**src/rtl/ternary_matvec_pkg.sv**
```systemverilog
// ternary_matvec_pkg
// Shared types and helpers for the ternary matrix-vector stage.
//   - VEC_D          : default vector length / matrix dimension
//   - fixed_point_t  : signed Q8.8 activation format
//   - ternary_t      : 2-bit weight code (01 = +1, 11 = -1, 00 / 10 = 0)
//   - saturate_fixed : clamp a wide signed accumulator to fixed_point_t
//   - StIdle / StRun : FSM state encodings
package ternary_matvec_pkg;

    localparam int unsigned VEC_D = 8;
    localparam int unsigned FP_W  = 16;

    typedef logic signed [FP_W-1:0] fixed_point_t;
    typedef logic [1:0]             ternary_t;

    localparam ternary_t TERN_ZERO = 2'b00;
    localparam ternary_t TERN_POS  = 2'b01;
    localparam ternary_t TERN_NEG  = 2'b11;

    localparam fixed_point_t FP_MAX = {1'b0, {(FP_W-1){1'b1}}};
    localparam fixed_point_t FP_MIN = {1'b1, {(FP_W-1){1'b0}}};

    // Accumulators are sign-extended to this width before saturation.
    localparam int unsigned SAT_IN_W = 32;

    localparam logic StIdle = 1'b0;
    localparam logic StRun  = 1'b1;

    function automatic fixed_point_t saturate_fixed(input logic signed [SAT_IN_W-1:0] acc);
        logic signed [SAT_IN_W-1:0] hi;
        logic signed [SAT_IN_W-1:0] lo;
        hi = $signed({{(SAT_IN_W-FP_W){1'b0}}, FP_MAX});
        lo = $signed({{(SAT_IN_W-FP_W){1'b1}}, FP_MIN});
        if (acc > hi) begin
            return FP_MAX;
        end else if (acc < lo) begin
            return FP_MIN;
        end else begin
            return acc[FP_W-1:0];
        end
    endfunction

endpackage

```
**src/rtl/ternary_matvec_mac.sv**
```systemverilog
// ternary_matvec_mac
// Ternary multiply-accumulate: selects +x, -x or 0 from the weight code and
// adds it to a registered accumulator.
//   clk_i, rst_ni : clock, synchronous active-low reset
//   clear_i       : load zero into the accumulator (has priority over en_i)
//   en_i          : load sum_o into the accumulator
//   x_i           : activation sample (fixed_point_t bits)
//   w_i           : ternary weight code
//   sum_o         : acc_q + term, used directly for the last-column writeback
module ternary_matvec_mac
    import ternary_matvec_pkg::*;
#(
    parameter int unsigned ACC_W = FP_W + 4
) (
    input  logic             clk_i,
    input  logic             rst_ni,
    input  logic             clear_i,
    input  logic             en_i,
    input  logic [FP_W-1:0]  x_i,
    input  logic [1:0]       w_i,
    output logic [ACC_W-1:0] sum_o
);

    logic signed [ACC_W-1:0] x_ext;
    logic signed [ACC_W-1:0] term;
    logic signed [ACC_W-1:0] sum;
    logic signed [ACC_W-1:0] acc_q;
    logic signed [ACC_W-1:0] acc_d;

    assign x_ext = {{(ACC_W-FP_W){x_i[FP_W-1]}}, x_i};

    // Negating the most-negative x is exact because ACC_W > FP_W.
    always_comb begin
        term = '0;
        case (ternary_t'(w_i))
            TERN_POS:  term = x_ext;
            TERN_NEG:  term = -x_ext;
            TERN_ZERO: term = '0;
            default:   term = '0;  // reserved code reads as zero
        endcase
    end

    assign sum   = acc_q + term;
    assign sum_o = sum;

    always_comb begin
        acc_d = acc_q;
        if (clear_i) begin
            acc_d = '0;
        end else if (en_i) begin
            acc_d = sum;
        end
    end

    always_ff @(posedge clk_i) begin
        if (!rst_ni) begin
            acc_q <= '0;
        end else begin
            acc_q <= acc_d;
        end
    end

endmodule

```
**src/rtl/ternary_matvec.sv**
```systemverilog
// ternary_matvec
// Computes out[j] = sum_i W[j][i] * x[i] with a ternary D x D weight matrix,
// one weight per cycle, row-major. Each row's saturated result is written on
// the cycle that consumes its last column.
//   clk_i, rst_ni            : clock, synchronous active-low reset
//   in_start_i / in_ready_o  : start handshake (accepted only while idle)
//   vector_r_addr_o / _data_i: activation read port (combinational data)
//   matrix_r_row_o / _col_o  : weight read address, matrix_r_data_i returns W
//   out_w_en_o/_addr_o/_data_o: output buffer write port
//   out_done_o               : one-cycle pulse after the final row is written
module ternary_matvec
    import ternary_matvec_pkg::*;
#(
    parameter int unsigned D     = VEC_D,
    parameter int unsigned ACC_W = FP_W + $clog2(D) + 1,
    parameter int unsigned AW    = (D > 1) ? $clog2(D) : 1
) (
    input  logic            clk_i,
    input  logic            rst_ni,
    input  logic            in_start_i,
    output logic            in_ready_o,
    output logic [AW-1:0]   vector_r_addr_o,
    input  logic [FP_W-1:0] vector_r_data_i,
    output logic [AW-1:0]   matrix_r_row_o,
    output logic [AW-1:0]   matrix_r_col_o,
    input  logic [1:0]      matrix_r_data_i,
    output logic            out_w_en_o,
    output logic [AW-1:0]   out_w_addr_o,
    output logic [FP_W-1:0] out_w_data_o,
    output logic            out_done_o
);

    logic          state_q, state_d;
    logic [AW-1:0] row_q, row_d;
    logic [AW-1:0] col_q, col_d;
    logic          done_q, done_d;

    logic          last_col, last_row;
    logic          mac_clear, mac_en;
    logic          write;
    logic signed [ACC_W-1:0] sum;

    assign last_col = (col_q == AW'(D - 1));
    assign last_row = (row_q == AW'(D - 1));

    always_comb begin
        state_d   = state_q;
        row_d     = row_q;
        col_d     = col_q;
        done_d    = 1'b0;
        mac_clear = 1'b0;
        mac_en    = 1'b0;
        case (state_q)
            StIdle: begin
                mac_clear = 1'b1;
                if (in_start_i) begin
                    state_d = StRun;
                    row_d   = '0;
                    col_d   = '0;
                end
            end
            StRun: begin
                if (last_col) begin
                    // Row is written this cycle from sum; start the next row clean.
                    mac_clear = 1'b1;
                    col_d     = '0;
                    if (last_row) begin
                        state_d = StIdle;
                        row_d   = '0;
                        done_d  = 1'b1;
                    end else begin
                        row_d = row_q + AW'(1);
                    end
                end else begin
                    mac_en = 1'b1;
                    col_d  = col_q + AW'(1);
                end
            end
            default: state_d = StIdle;
        endcase
    end

    always_ff @(posedge clk_i) begin
        if (!rst_ni) begin
            state_q <= StIdle;
            row_q   <= '0;
            col_q   <= '0;
            done_q  <= 1'b0;
        end else begin
            state_q <= state_d;
            row_q   <= row_d;
            col_q   <= col_d;
            done_q  <= done_d;
        end
    end

    ternary_matvec_mac #(
        .ACC_W (ACC_W)
    ) u_mac (
        .clk_i   (clk_i),
        .rst_ni  (rst_ni),
        .clear_i (mac_clear),
        .en_i    (mac_en),
        .x_i     (vector_r_data_i),
        .w_i     (matrix_r_data_i),
        .sum_o   (sum)
    );

    assign write = (state_q == StRun) && last_col;

    assign in_ready_o      = (state_q == StIdle);
    assign vector_r_addr_o = col_q;
    assign matrix_r_row_o  = row_q;
    assign matrix_r_col_o  = col_q;
    assign out_w_en_o      = write;
    assign out_w_addr_o    = row_q;
    assign out_w_data_o    = write ? saturate_fixed(SAT_IN_W'(sum)) : '0;
    assign out_done_o      = done_q;

endmodule
```
**config.mk**
```make
export PLATFORM = sky130hd
export DESIGN_NAME = ternary_matvec
export DESIGN_NICKNAME = d
export VERILOG_FILES = /design/src/rtl/ternary_matvec_pkg.sv /design/src/rtl/ternary_matvec_mac.sv /design/src/rtl/ternary_matvec.sv
export SDC_FILE = /design/constraint.sdc
export NUM_CORES = 1
export LEC_CHECK = 0
export ABC_AREA = 1
export BUFFER_PORTS_ARGS = -buffer_cell sky130_fd_sc_hd__buf_4
export CELL_PAD_IN_SITES_DETAIL_PLACEMENT = 0
export CELL_PAD_IN_SITES_GLOBAL_PLACEMENT = 2
export CORE_ASPECT_RATIO = 1.5
export CORE_MARGIN = 3
export CORE_UTILIZATION = 29
export DETAILED_ROUTE_END_ITERATION = 8
export PLACE_DENSITY = 0.86
export SKIP_LAST_GASP = 1
export SYNTH_ARGS = -nofsm -noshare
export SYNTH_HDL_FRONTEND = slang
export SYNTH_SLANG_ARGS = --single-unit
```
**constraint.sdc**
```tcl
create_clock -name clk_i -period 8.57 [get_ports clk_i]
set_input_delay 2.571 -clock clk_i [delete_from_list [all_inputs] [get_ports clk_i]]
set_output_delay 2.571 -clock clk_i [all_outputs]
set_load 0.02 [all_outputs]
```
==> out/metrics.yaml <==
critical_path:
  arrival_ns: 5.83
  crit_path_start_kind: "primary input"
  reg2reg_slack_ns: 6.05
  cp_num_buf_inv: 5
  critPathCapture: "out_w_data_o[1]"
  path_cells: "buf_4 -> inv_4 -> ha_4 -> nand4_1 -> nor3_2 -> nand4_1 -> and3_1 -> nor3_2 -> buf_4 -> ha_4 -> nand2_2 -> nand2_1 -> o21bai_1 -> nor2_1 -> nand2_2 -> nand2_1 -> nand2_1 -> nor2_1 -> nand3_1 -> nand2_4 -> buf_12 -> nand2_2 -> nor2_1 -> buf_4"
  required_ns: 6.00
  end_kind: "output pin"
  startpoint: "vector_r_data_i[1]"
  crit_family: "simple AND/OR/NAND/NOR gates"
  cp_max_fo: 8
  reg2reg_to: "u_mac.acc_q[14]"
  r2r_start: "u_mac.acc_q[0]"
  critPathKind: "in2out"
  path_depth: 24
  slowest_stage: "nor3_2"
  slowest_delay_ns: 0.28
  r2r_cells: 15
drt:
  firstDrtPassIters: 4
  avgRoutedWirePerCell_um: 13.5
  wl_met1_mm: 3.71
  drc: 0
  num_vias: 3188
  via_per_inst: 4.81
  drt-initial-drc-count: 202
  wl_met3_um: 325
  dr.max_layer_used: "met4"
  routed_wl_mm: 8.98
  ant_nets: 0
  dr_wl_met2_mm: 4.81
pwr:
  power_density_mw_per_mm2: 102
  ir_worst_vdd_v: 0.0000666
  power_leakage_uw: 0.00211
sta:
  setup_violations: 0
  slew-limit-headroom_pct: 46.3
  setup_ws_ns: 0.174
  finalHoldViolCount: 0
  max_freq_ghz: 0.119
  rsz0062_at_grt: "true"
  skew_ns: 0.00210
  finalCritPeriodShare_pct: 98.0
  finalCriticalPeriod_ns: 8.40
  worstMarginPinSlew_ns: 0.804
  slew_viol_final: 0
die:
  die_y_um: 129
  die-area_mm2: 0.0113
  die_w_um: 88.0
  start_util_pct: 30.0
  ioPinCount: 52
  rows: 44
  coreArea_mm2: 0.00974
cts:
  cts_made_buffers: 3
  htreeDepth: 1
  insertion_delay_ns: 0.27
  clockBufferDepth: 2
  cts_tree: "yes"
  cts_root_buffer: "clkbuf_16"
  clock-sinks: 28
  clkTransAtPathRegs_ns: 0.07
min_path:
  holdCritPathClass: "reg2reg"
  holdPathStages: 1
place:
  portBuffers: 51
  pre_cts_ws_ns: -0.224
  postPlaceCellArea_mm2: 0.00348
  dpl.hpwl_mm: 7.39
  gp_congestion: 0.832
logic_synthesis:
  yosysMostFrequentCell: "nand2_1"
  yosys.area_share.adder_pct: 11.0
  synthMuxAreaShare_pct: 0
  netlist_instances: 490
  synth_cell_types: 33
  syn_nets: 536
  synth-xor-area-share_pct: 3.60
  ys.flop_type: "dfxtp_1"
  yosys_warnings: 0
  syn_area_mm2: 0.00292
  seq_area_frac_synth_pct: 19.2
  synthArstFlopShare_pct: 0
  ys_seq_elements: 28
  synth_top_family_by_area: "simple AND/OR/NAND/NOR gates"
  syn_area_per_cell_um2: 5.96
  synth_edf_count: 0
  synth_common_cells: "141 x nand2_1, 79 x inv_1, 51 x nor2_1"
  synth_area_leaders: "dfxtp_1 19%, nand2_1 18%, ha_1 10%"
  synth_compound_area_share_pct: 11.3
  netlist.area_leader.share_pct: 19.2
  synth_area_leader_cell: "dfxtp_1"
  post_synth_and_or_nand_nor_area_fraction_pct: 41.5
global_route:
  grt_pass1_wl_mm: 14.4
  grt_pass1_vias: 3077
  antenna_found_initial: 0
  grt_usage_pct: 16.2
  grt_overflow: 0
  grt_max_degree: 20
outcome:
  status: "finished clean"
final_layout:
  final_layout_size_suffix_gt1_share_pct: 21.0
  area.growth.synth_to_final_pct: 27.5
  nets: 595
  fin_util_pct: 38.2
  post-route-cell-area_mm2: 0.00372
  diodes: 0
flow_run:
  maxCapViolations: 0
cell type report:
cell class / count / area (um^2)
well taps: 115 / 144
repair buffers: 66 / 547
clock buffers: 4 / 88.8
multi-input cells: 369 / 2080
fillers: 1105 / 6020
flip-flops and latches: 28 / 561
inverters: 81 / 307
worst register-to-register path, cell delays in order (launching register included):
cell     delay, ns
dfxtp_1       0.32
ha_1          0.27
inv_1         0.11
fa_1          0.43
inv_1         0.15
nand2_1       0.07
nand2_1       0.07
and2_1        0.17
nand2_1       0.06
nand2_1       0.09
nand2_1       0.06
nand2_1       0.12
nand2_1       0.07
nand2_1       0.08
xor2_1        0.22
and3_1        0.18
where the power goes:
group	leakage [uW]	total, uW	switching (uW)	internal [uW]
combinational	0.00184	117	71.2	46.1
sequential	0.000227	137	2.56	134
clock	0.0000442	125	52.7	72.0
total	0.00211	379	126	252
cells in the final DEF, fill, tap and decap left out, drive strengths merged:
master,netlist,routed
xor2,10,10
or2,2,2
a41oi,1,1
nor2,53,53
clkbuf,3,4
dfxtp,28,28
nand2,153,153
o31ai,1,1
o21bai,1,1
ha,24,24
and2,4,4
a21oi,37,37
o211ai,1,1
o22ai,2,2
a21o,2,2
nand3b,2,2
xnor2,2,2
nor3,11,11
a211oi,2,2
clkinv,1,1
nand3,36,36
nand4,6,6
buf,9,66
o21ai,14,14
and3,4,4
inv,80,80
fa,1,1
routing by layer:
metal | vias to the layer above | track usage (%)
met4 | 0 | 4.79
met5 | - | 0
li1 | 1665 | -
met1 | 1443 | 18.6
met2 | 72 | 31.0
met3 | 8 | 1.41
repair_timing:
action / CTS / global route
gates resized for setup: 3 / 32
pin swaps: 0 / 17
setup buffers: 0 / 2
setup endpoints to repair: 15 / 15
hold buffers: 0 / 0
worst min path at each step:
stage | from | to
global route | matrix_r_col_o[0] | matrix_r_col_o[0]
global placement | matrix_r_col_o[1] | matrix_r_col_o[1]
detailed placement | matrix_r_col_o[0] | matrix_r_col_o[0]
floorplan | state_q | matrix_r_col_o[2]
CTS | matrix_r_col_o[1] | matrix_r_col_o[1]
finish | matrix_r_col_o[0] | matrix_r_col_o[0]
cells by family after synthesis:
| kind of cell | after synthesis |
|---|---|
| buf+inv | 93 |
| flops | 28 |
| xor+xnor | 12 |
| simple gates | 271 |
| fa+ha+maj | 25 |
| compound gates | 61 |
state kept, by name, indices dropped and copies added (netlist names):
name	count
u_mac.acc_q	20
matrix_r_col_o	3
matrix_r_row_o	3
out_done_o	1
state_q	1
metrics by stage:
step,cells,hold slack (ns),TNS [ns],power (uW)
floorplan,490,0.482,0,211
global placement,657,0.487,-1.80,249
detailed placement,657,0.496,-2.88,250
CTS,661,0.517,0,376
global route,663,0.543,-0.392,401
finish,663,0.512,0,379
Power figures use the tool's default switching activity.
